$ cat config.mk
export PLATFORM = sky130hd
export DESIGN_NAME = zion_rr_hold_reg_arb
export DESIGN_NICKNAME = d
export VERILOG_FILES = /design/src/rtl/zion_rr_hold_reg_arb.sv
export SDC_FILE = /design/constraint.sdc
export NUM_CORES = 1
export LEC_CHECK = 0
export CAP_MARGIN = 20
export CORE_MARGIN = 8
export CORE_UTILIZATION = 46
export CTS_CLUSTER_DIAMETER = 150
export CTS_CLUSTER_SIZE = 25
export DETAILED_ROUTE_END_ITERATION = 6
export GPL_ROUTABILITY_DRIVEN = 0
export PLACE_DENSITY = 0.88
export SLEW_MARGIN = 0
export SYNTH_ARGS = -nofsm -noshare
export SYNTH_HDL_FRONTEND = slang
export SYNTH_SLANG_ARGS = --single-unit
$ cat constraint.sdc
create_clock -name clk -period 4.84 [get_ports clk]
set_clock_uncertainty 0.1 [all_clocks]
set_input_delay 0.968 -clock clk [delete_from_list [all_inputs] [get_ports clk]]
set_output_delay 0.968 -clock clk [all_outputs]
set_load 0.02 [all_outputs]
$ cat src/rtl/zion_rr_hold_reg_arb.sv
// Round-robin arbiter that sequences many producers into one clear/enable holding register.
// A single consumer drains the register with valid/ready; a drain and a load can share one edge.
module zion_rr_hold_reg_arb #(
   parameter int unsigned       NUM_REQ  = 4,
   parameter int unsigned       WIDTH    = 32,
   parameter logic [WIDTH-1:0]  INI_DATA = '0
) (
   input  logic                          clk,
   input  logic                          rst,
   input  logic [NUM_REQ-1:0]            iReq,
   input  logic [NUM_REQ*WIDTH-1:0]      iDat,
   output logic [NUM_REQ-1:0]            oGnt,
   input  logic                          iClr,
   output logic                          oVld,
   output logic [WIDTH-1:0]              oDat,
   input  logic                          iRdy,
   output logic [$clog2(NUM_REQ)-1:0]    oPtr,
   output logic [15:0]                   oXferCnt
);

   localparam int unsigned PTR_W = $clog2(NUM_REQ);
   localparam int unsigned CNT_W = 16;

   typedef enum logic {EMPTY = 1'b0, FULL = 1'b1} state_t;

   state_t             state_q, state_d;
   logic [WIDTH-1:0]   dat_q, dat_d;
   logic [PTR_W-1:0]   ptr_q, ptr_d;
   logic [CNT_W-1:0]   cnt_q, cnt_d;

   logic               free_c;
   logic               grant_c;
   logic               found_c;
   logic [PTR_W-1:0]   sel_c;
   logic [PTR_W-1:0]   ptr_nxt_c;
   logic [WIDTH-1:0]   sel_dat_c;
   logic [NUM_REQ-1:0] gnt_c;

   // Priority search from ptr_q upward, then wrap to the low indices.
   always_comb begin
      found_c   = 1'b0;
      sel_c     = '0;
      sel_dat_c = '0;
      for (int unsigned k = 0; k < NUM_REQ; k++) begin
         if (!found_c && iReq[k] && (k >= 32'(ptr_q))) begin
            found_c   = 1'b1;
            sel_c     = PTR_W'(k);
            sel_dat_c = iDat[k*WIDTH +: WIDTH];
         end
      end
      for (int unsigned k = 0; k < NUM_REQ; k++) begin
         if (!found_c && iReq[k]) begin
            found_c   = 1'b1;
            sel_c     = PTR_W'(k);
            sel_dat_c = iDat[k*WIDTH +: WIDTH];
         end
      end
   end

   // Grant gating; rst term keeps oGnt low while reset is asserted.
   always_comb begin
      free_c    = (state_q == EMPTY) || iRdy;
      grant_c   = rst && free_c && !iClr && found_c;
      ptr_nxt_c = (sel_c == PTR_W'(NUM_REQ - 1)) ? '0 : sel_c + PTR_W'(1);
      gnt_c     = '0;
      if (grant_c) begin
         gnt_c[sel_c] = 1'b1;
      end
   end

   // Next state: clear dominates, then load (possibly with drain), then drain only.
   always_comb begin
      state_d = state_q;
      dat_d   = dat_q;
      ptr_d   = ptr_q;
      cnt_d   = cnt_q;
      if (iClr) begin
         state_d = EMPTY;
         dat_d   = INI_DATA;
      end else begin
         if ((state_q == FULL) && iRdy) begin
            cnt_d = cnt_q + CNT_W'(1);
         end
         if (grant_c) begin
            state_d = FULL;
            dat_d   = sel_dat_c;
            ptr_d   = ptr_nxt_c;
         end else if ((state_q == FULL) && iRdy) begin
            state_d = EMPTY;
         end
      end
   end

   always_ff @(posedge clk or negedge rst) begin
      if (!rst) begin
         state_q <= EMPTY;
         dat_q   <= INI_DATA;
         ptr_q   <= '0;
         cnt_q   <= '0;
      end else begin
         state_q <= state_d;
         dat_q   <= dat_d;
         ptr_q   <= ptr_d;
         cnt_q   <= cnt_d;
      end
   end

   assign oGnt     = gnt_c;
   assign oVld     = (state_q == FULL);
   assign oDat     = dat_q;
   assign oPtr     = ptr_q;
   assign oXferCnt = cnt_q;

endmodule

# Yosys cells after proc, flatten, opt, wreduce, memory -nomap -nowiden
# Cells that the tools add are included.
# word_totals
out_inout_bits	55
reg_bits	51
# classes
magnitude_cmp	5
n_bitwise	2
n_addsub	2
reduce_logical	28
eq_ne	1
n_mux	32
# ops
operator	count
32-bit two-way mux	10
16-bit by 1-bit adder with 16-bit output (second input constant)	1
1-bit logical AND	15
2-bit two-way mux	7
1-bit two-way mux	13
1-bit logical NOT	8
1-bit by 2-bit >= comparator with 1-bit output (first input constant)	2
4-bit two-way mux	1
2-bit AND reduction	2
2-bit by 3-bit less-than comparator with 1-bit output (second input constant)	1
3-bit nonzero test	1
2-bit by 1-bit adder with 2-bit output (second input constant)	1
1-bit demux with 2-bit select	1
2-bit equality test (second input constant)	1
2-bit by 1-bit >= comparator with 1-bit output (second input constant)	1
2-bit >= comparator (first input constant)	1
1-bit inverter	2
2-bit nonzero test	1
1-bit logical OR	1

# Logic depth before layout (Yosys ltp)
# logic_depth
ltp_word	31
depth_mapped	9
mapped_depth_nobuf	7

# Worst setup path after synthesis
# No wires, ideal clock.
# synth_timing
path_kind	input to output
from	input port iReq[1]
to	output port oGnt[0]
t_required_ns	3.772
arrival_ns	2.143
cell_stages	6
path_buffers	1
path_slack_ns	1.629
cell_sequence	buf_2 > inv_1 > a221oi_1 > inv_1 > ha_1 > and2_1
# synth_between
elab_chain_cells	27
# synth_lines
element	line_no	source
from (decl)	10	input logic [NUM_REQ-1:0] iReq,
1-bit logical AND (2 in series)	45	if (!found_c && iReq[k] && (k >= 32'(ptr_q))) begin
1-bit two-way mux	45	
1-bit logical NOT	45	
1-bit logical AND (2 in series)	45	
1-bit two-way mux	45	
1-bit logical NOT	45	
1-bit logical AND	45	
1-bit two-way mux	45	
[... 9 more ...]	n/a	
1-bit logical NOT	52	if (!found_c && iReq[k]) begin
1-bit logical AND	52	
2-bit two-way mux	52	
2-bit by 3-bit less-than comparator with 1-bit output (implied by the code) / 2-bit by 1-bit >= comparator with 1-bit output (equally long branches)	67	gnt_c[sel_c] = 1'b1;
1-bit logical AND (implied by the code)	67	
1-bit two-way mux (implied by the code)	67	
1-bit demux with 2-bit select	67	
4-bit two-way mux *	66	if (grant_c) begin
to (decl)	12	output logic [NUM_REQ-1:0] oGnt,
# Every way passes the cells marked *; elsewhere a longest branch is shown, timed or not.

# Final worst setup path
# layout_timing
from	input port iReq[2]
to	output port oGnt[0]
# layout_between
elab_chain_cells	23
# layout_lines
element	line_no
1-bit logical AND (2 in series)	45
1-bit two-way mux	45
1-bit logical NOT	45
1-bit logical AND	45
1-bit two-way mux	45
1-bit logical NOT	52
1-bit logical AND	52
1-bit two-way mux	52
[... 6 more ...]	n/a
1-bit logical NOT	52
1-bit logical AND	52
2-bit two-way mux	52
2-bit by 3-bit less-than comparator with 1-bit output (implied by the code) / 2-bit by 1-bit >= comparator with 1-bit output (equally long branches)	67
1-bit logical AND (implied by the code)	67
1-bit two-way mux (implied by the code)	67
1-bit demux with 2-bit select	67
4-bit two-way mux *	66
# Marks and branches as above.

==> summary.txt <==
Placement
  – DP HPWL: roughly 12000 um
  – PortBufs: 190

Die
  – # rows: 35
  – Die Footprint: 12400 sq um
  – Die width: 111 um
  – Core Footprint: around 9000 sq um
  – # IOs: 191
  – Die height: 111 um
  – Starting Density: 0.464

Routing
  – First DRT Iteration DRCs: 345
  – 1st-pass router iterations: 5
  – DRT antenna net count: 0
  – Avg Vias per Cell: 6.41
  – DR WL/cell: 21.0 um
  – Residual DRC count: 0
  – Vias: approximately 5100
  – Final wirelength: 16500 um

GRT
  – Pin count of the biggest net entering global routing: 70
  – First-pass GRT wire length: 26700 um
  – Vias in the first global route: 5258
  – Overall Global Routing Usage: 0.253
  – Total gr overflow: 0
  – Initial antenna violation count: 0

Clocking
  – H-tree levels: 2
  – Clock Sinks: 51
  – Post-CTS sizing: 0
  – CTS tree: done
  – Worst-Skew Late Latency: approximately 0.30 ns
  – Clk slew on worst S/H paths: 0.10 ns
  – Cts bufs inserted: 5
  – Clk buf depth: 2
  – Postcts setup bufs: 0
  – Hold Buf Count CTS: 0
  – Root Driver: clkbuf_8

Synth
  – Synthesized Nets: 658
  – Commonest register cell after synthesis: dfrtp_1
  – Cell variety after synth: 45
  – Area contributors post-synth: dfrtp_1, a21oi_1, a22o_1
  – Mean post-synth cell area: a little over 8 sq um
  – Async S/R FF share, synth: 1.00
  – Dominant cell type by area after synthesis: dfrtp_1
  – Syn Std Cell Area: 4190 sq um
  – Synth Instances: 517
  – Most common cell in the netlist: a21oi_1
  – Synthesized flop and latch total: approximately 50
  – Yosys warns: 0
  – Seq/Total Area, Yosys: 0.305
  – EDFF count, synth: 0
  – Synth top area share: 0.305
  – Commonest cells in the netlist: a21oi_1, dfrtp_1, nand2_1

Timing
  – Max-slew violations: 0
  – Minimum clock period: 4.39 ns
  – Slew @ Worst Pin: slightly above 0.9 ns
  – Final hold viol count: 0
  – Setup-failing EPs final: 0
  – Unrepaired setup endpoints after global routing: false
  – Total negative slack: 0 ns
  – FMAX: 0.228 GHz
  – Relative slew slack: 0.389
  – Final Cycle Share: 0.906

Setup path
  – WP data arrival: 3.32 ns
  – Critical Path Fanout Max: 6
  – CP endpoint kind: primary output
  – Worst Setup EP: oGnt[0]
  – Depth of the worst register-to-register path: 7
  – Critical path type: in2out
  – Worst R2R Start: oPtr[1]
  – Required time worst endpoint: 3.77 ns
  – Nature of the critical path startpoint: primary input
  – RR Endpoint: oDat[24]
  – Worst setup path startpoint: iReq[2]
  – Reg2Reg Setup Slack: 1.60 ns

Flow run
  – MaxCap Viol Count: 0

Finish
  – Synth-to-layout area growth: 49.4%
  – Final Net Count: 817
  – FF/Latch Area: between 1000 and 1500 sq um
  – Fill count: 709
  – Area of the multi-input gates: 2640 sq um
  – Layout cells sized above 1: 0.0679
  – Ant diodes: 0

Power and ir drop
  – VDD IR max: 0.180 mV
  – Lkg Pwr: 2.43 nW
  – Power Total: 0.00204 W
  – Pwr dens: 326 nW/um^2

Status
  – Status: complete, no violations

Min path
  – Worst Hold Class: reg2reg
## how the worst min path moves through the flow
stage | from | to | depth (start not counted)
2_1_floorplan | oXferCnt[15] | oXferCnt[15] | 1
3_3_place_gp | oXferCnt[15] | oXferCnt[15] | 1
3_5_place_dp | oXferCnt[15] | oXferCnt[15] | 1
4_1_cts | oXferCnt[15] | oXferCnt[15] | 1
5_1_grt | oXferCnt[15] | oXferCnt[15] | 1
6_report | oXferCnt[15] | oXferCnt[15] | 1
## metal layers
metal,GRT usage,vias to the layer above,share of wire
met1,0.314,2389,0.41
met5,0,-,0
met3,0.0608,36,0.096
li1,-,2279,-
met4,0.0933,0,0.023
met2,0.416,349,0.47
## critical path: stages
cell             delay [ns]
clkdlybuf4s50_1        0.48
inv_1                  0.23
o21ai_0                0.12
a221oi_1               0.51
inv_1                  0.14
ha_1                   0.22
and2_1                 0.13
clkdlybuf4s50_1        0.53
## cell families (layout without fill, tap and decap cells)
| logic type | count (synthesis) | in the layout | synth area share |
|---|---|---|---|
| AO/OA/AOI/OAI | 200 | 200 | 0.351 |
| AND/OR/NAND/NOR | 179 | 179 | 0.222 |
| buffers and inverters | 64 | 224 | 0.0676 |
| flip-flops | 51 | 51 | 0.305 |
| XOR/XNOR | 15 | 15 | 0.0314 |
| adder cells (fa/ha/maj) | 5 | 5 | 0.0149 |
| multiplexers | 3 | 3 | 0.00807 |
## final cells by class
cell class,instances,share of cell area
clock buffer,5,0.0110
clock inverter,3,0.0108
timing repair buffer,207,0.324
tap,111,0.0222
inverter,9,0.00540
multi-input combinational,402,0.423
sequential,51,0.204
## cells in the final DEF, fill, tap and decap left out, types with 6 or more instances in the layout
| cell type | n |
|---|---|
| o41ai_1 | 19 |
| o41ai_2 | 10 |
| buf_4 | 17 |
| nor2_1 | 38 |
| o22ai_1 | 32 |
| inv_1 | 9 |
| nor3b_1 | 30 |
| xnor2_1 | 9 |
| nand3_1 | 35 |
| xor2_1 | 6 |
| a22o_1 | 29 |
| nand2_1 | 44 |
| a211oi_1 | 30 |
| a21oi_1 | 64 |
| clkdlybuf4s50_1 | 189 |
| dfrtp_1 | 51 |
## registers in the layout (all words and copies together) (netlist names)
signal / count
oDat: 32
oXferCnt: 16
oPtr: 2
oVld: 1
## where the power goes
group          switching (W)  leakage [nW]  internal (W)
combinational       0.000586          1.69      0.000488
clock               0.000157        0.0644      0.000206
sequential         0.0000982         0.681      0.000505
total               0.000841          2.43       0.00120
## through the flow
step	utilization	hold slack (ns)	setup slack [ns]	instances	cell area, sq um
floorplan	-	0.478	1.63	517	4190
global placement	0.678	0.358	0.542	780	6120
detailed placement	0.678	0.370	0.439	780	6120
CTS	0.693	0.385	0.440	788	6250
global route	0.693	0.401	0.316	788	6250
finish	0.693	0.384	0.455	788	6250
Note: power is estimated with default switching activity, not from simulation.
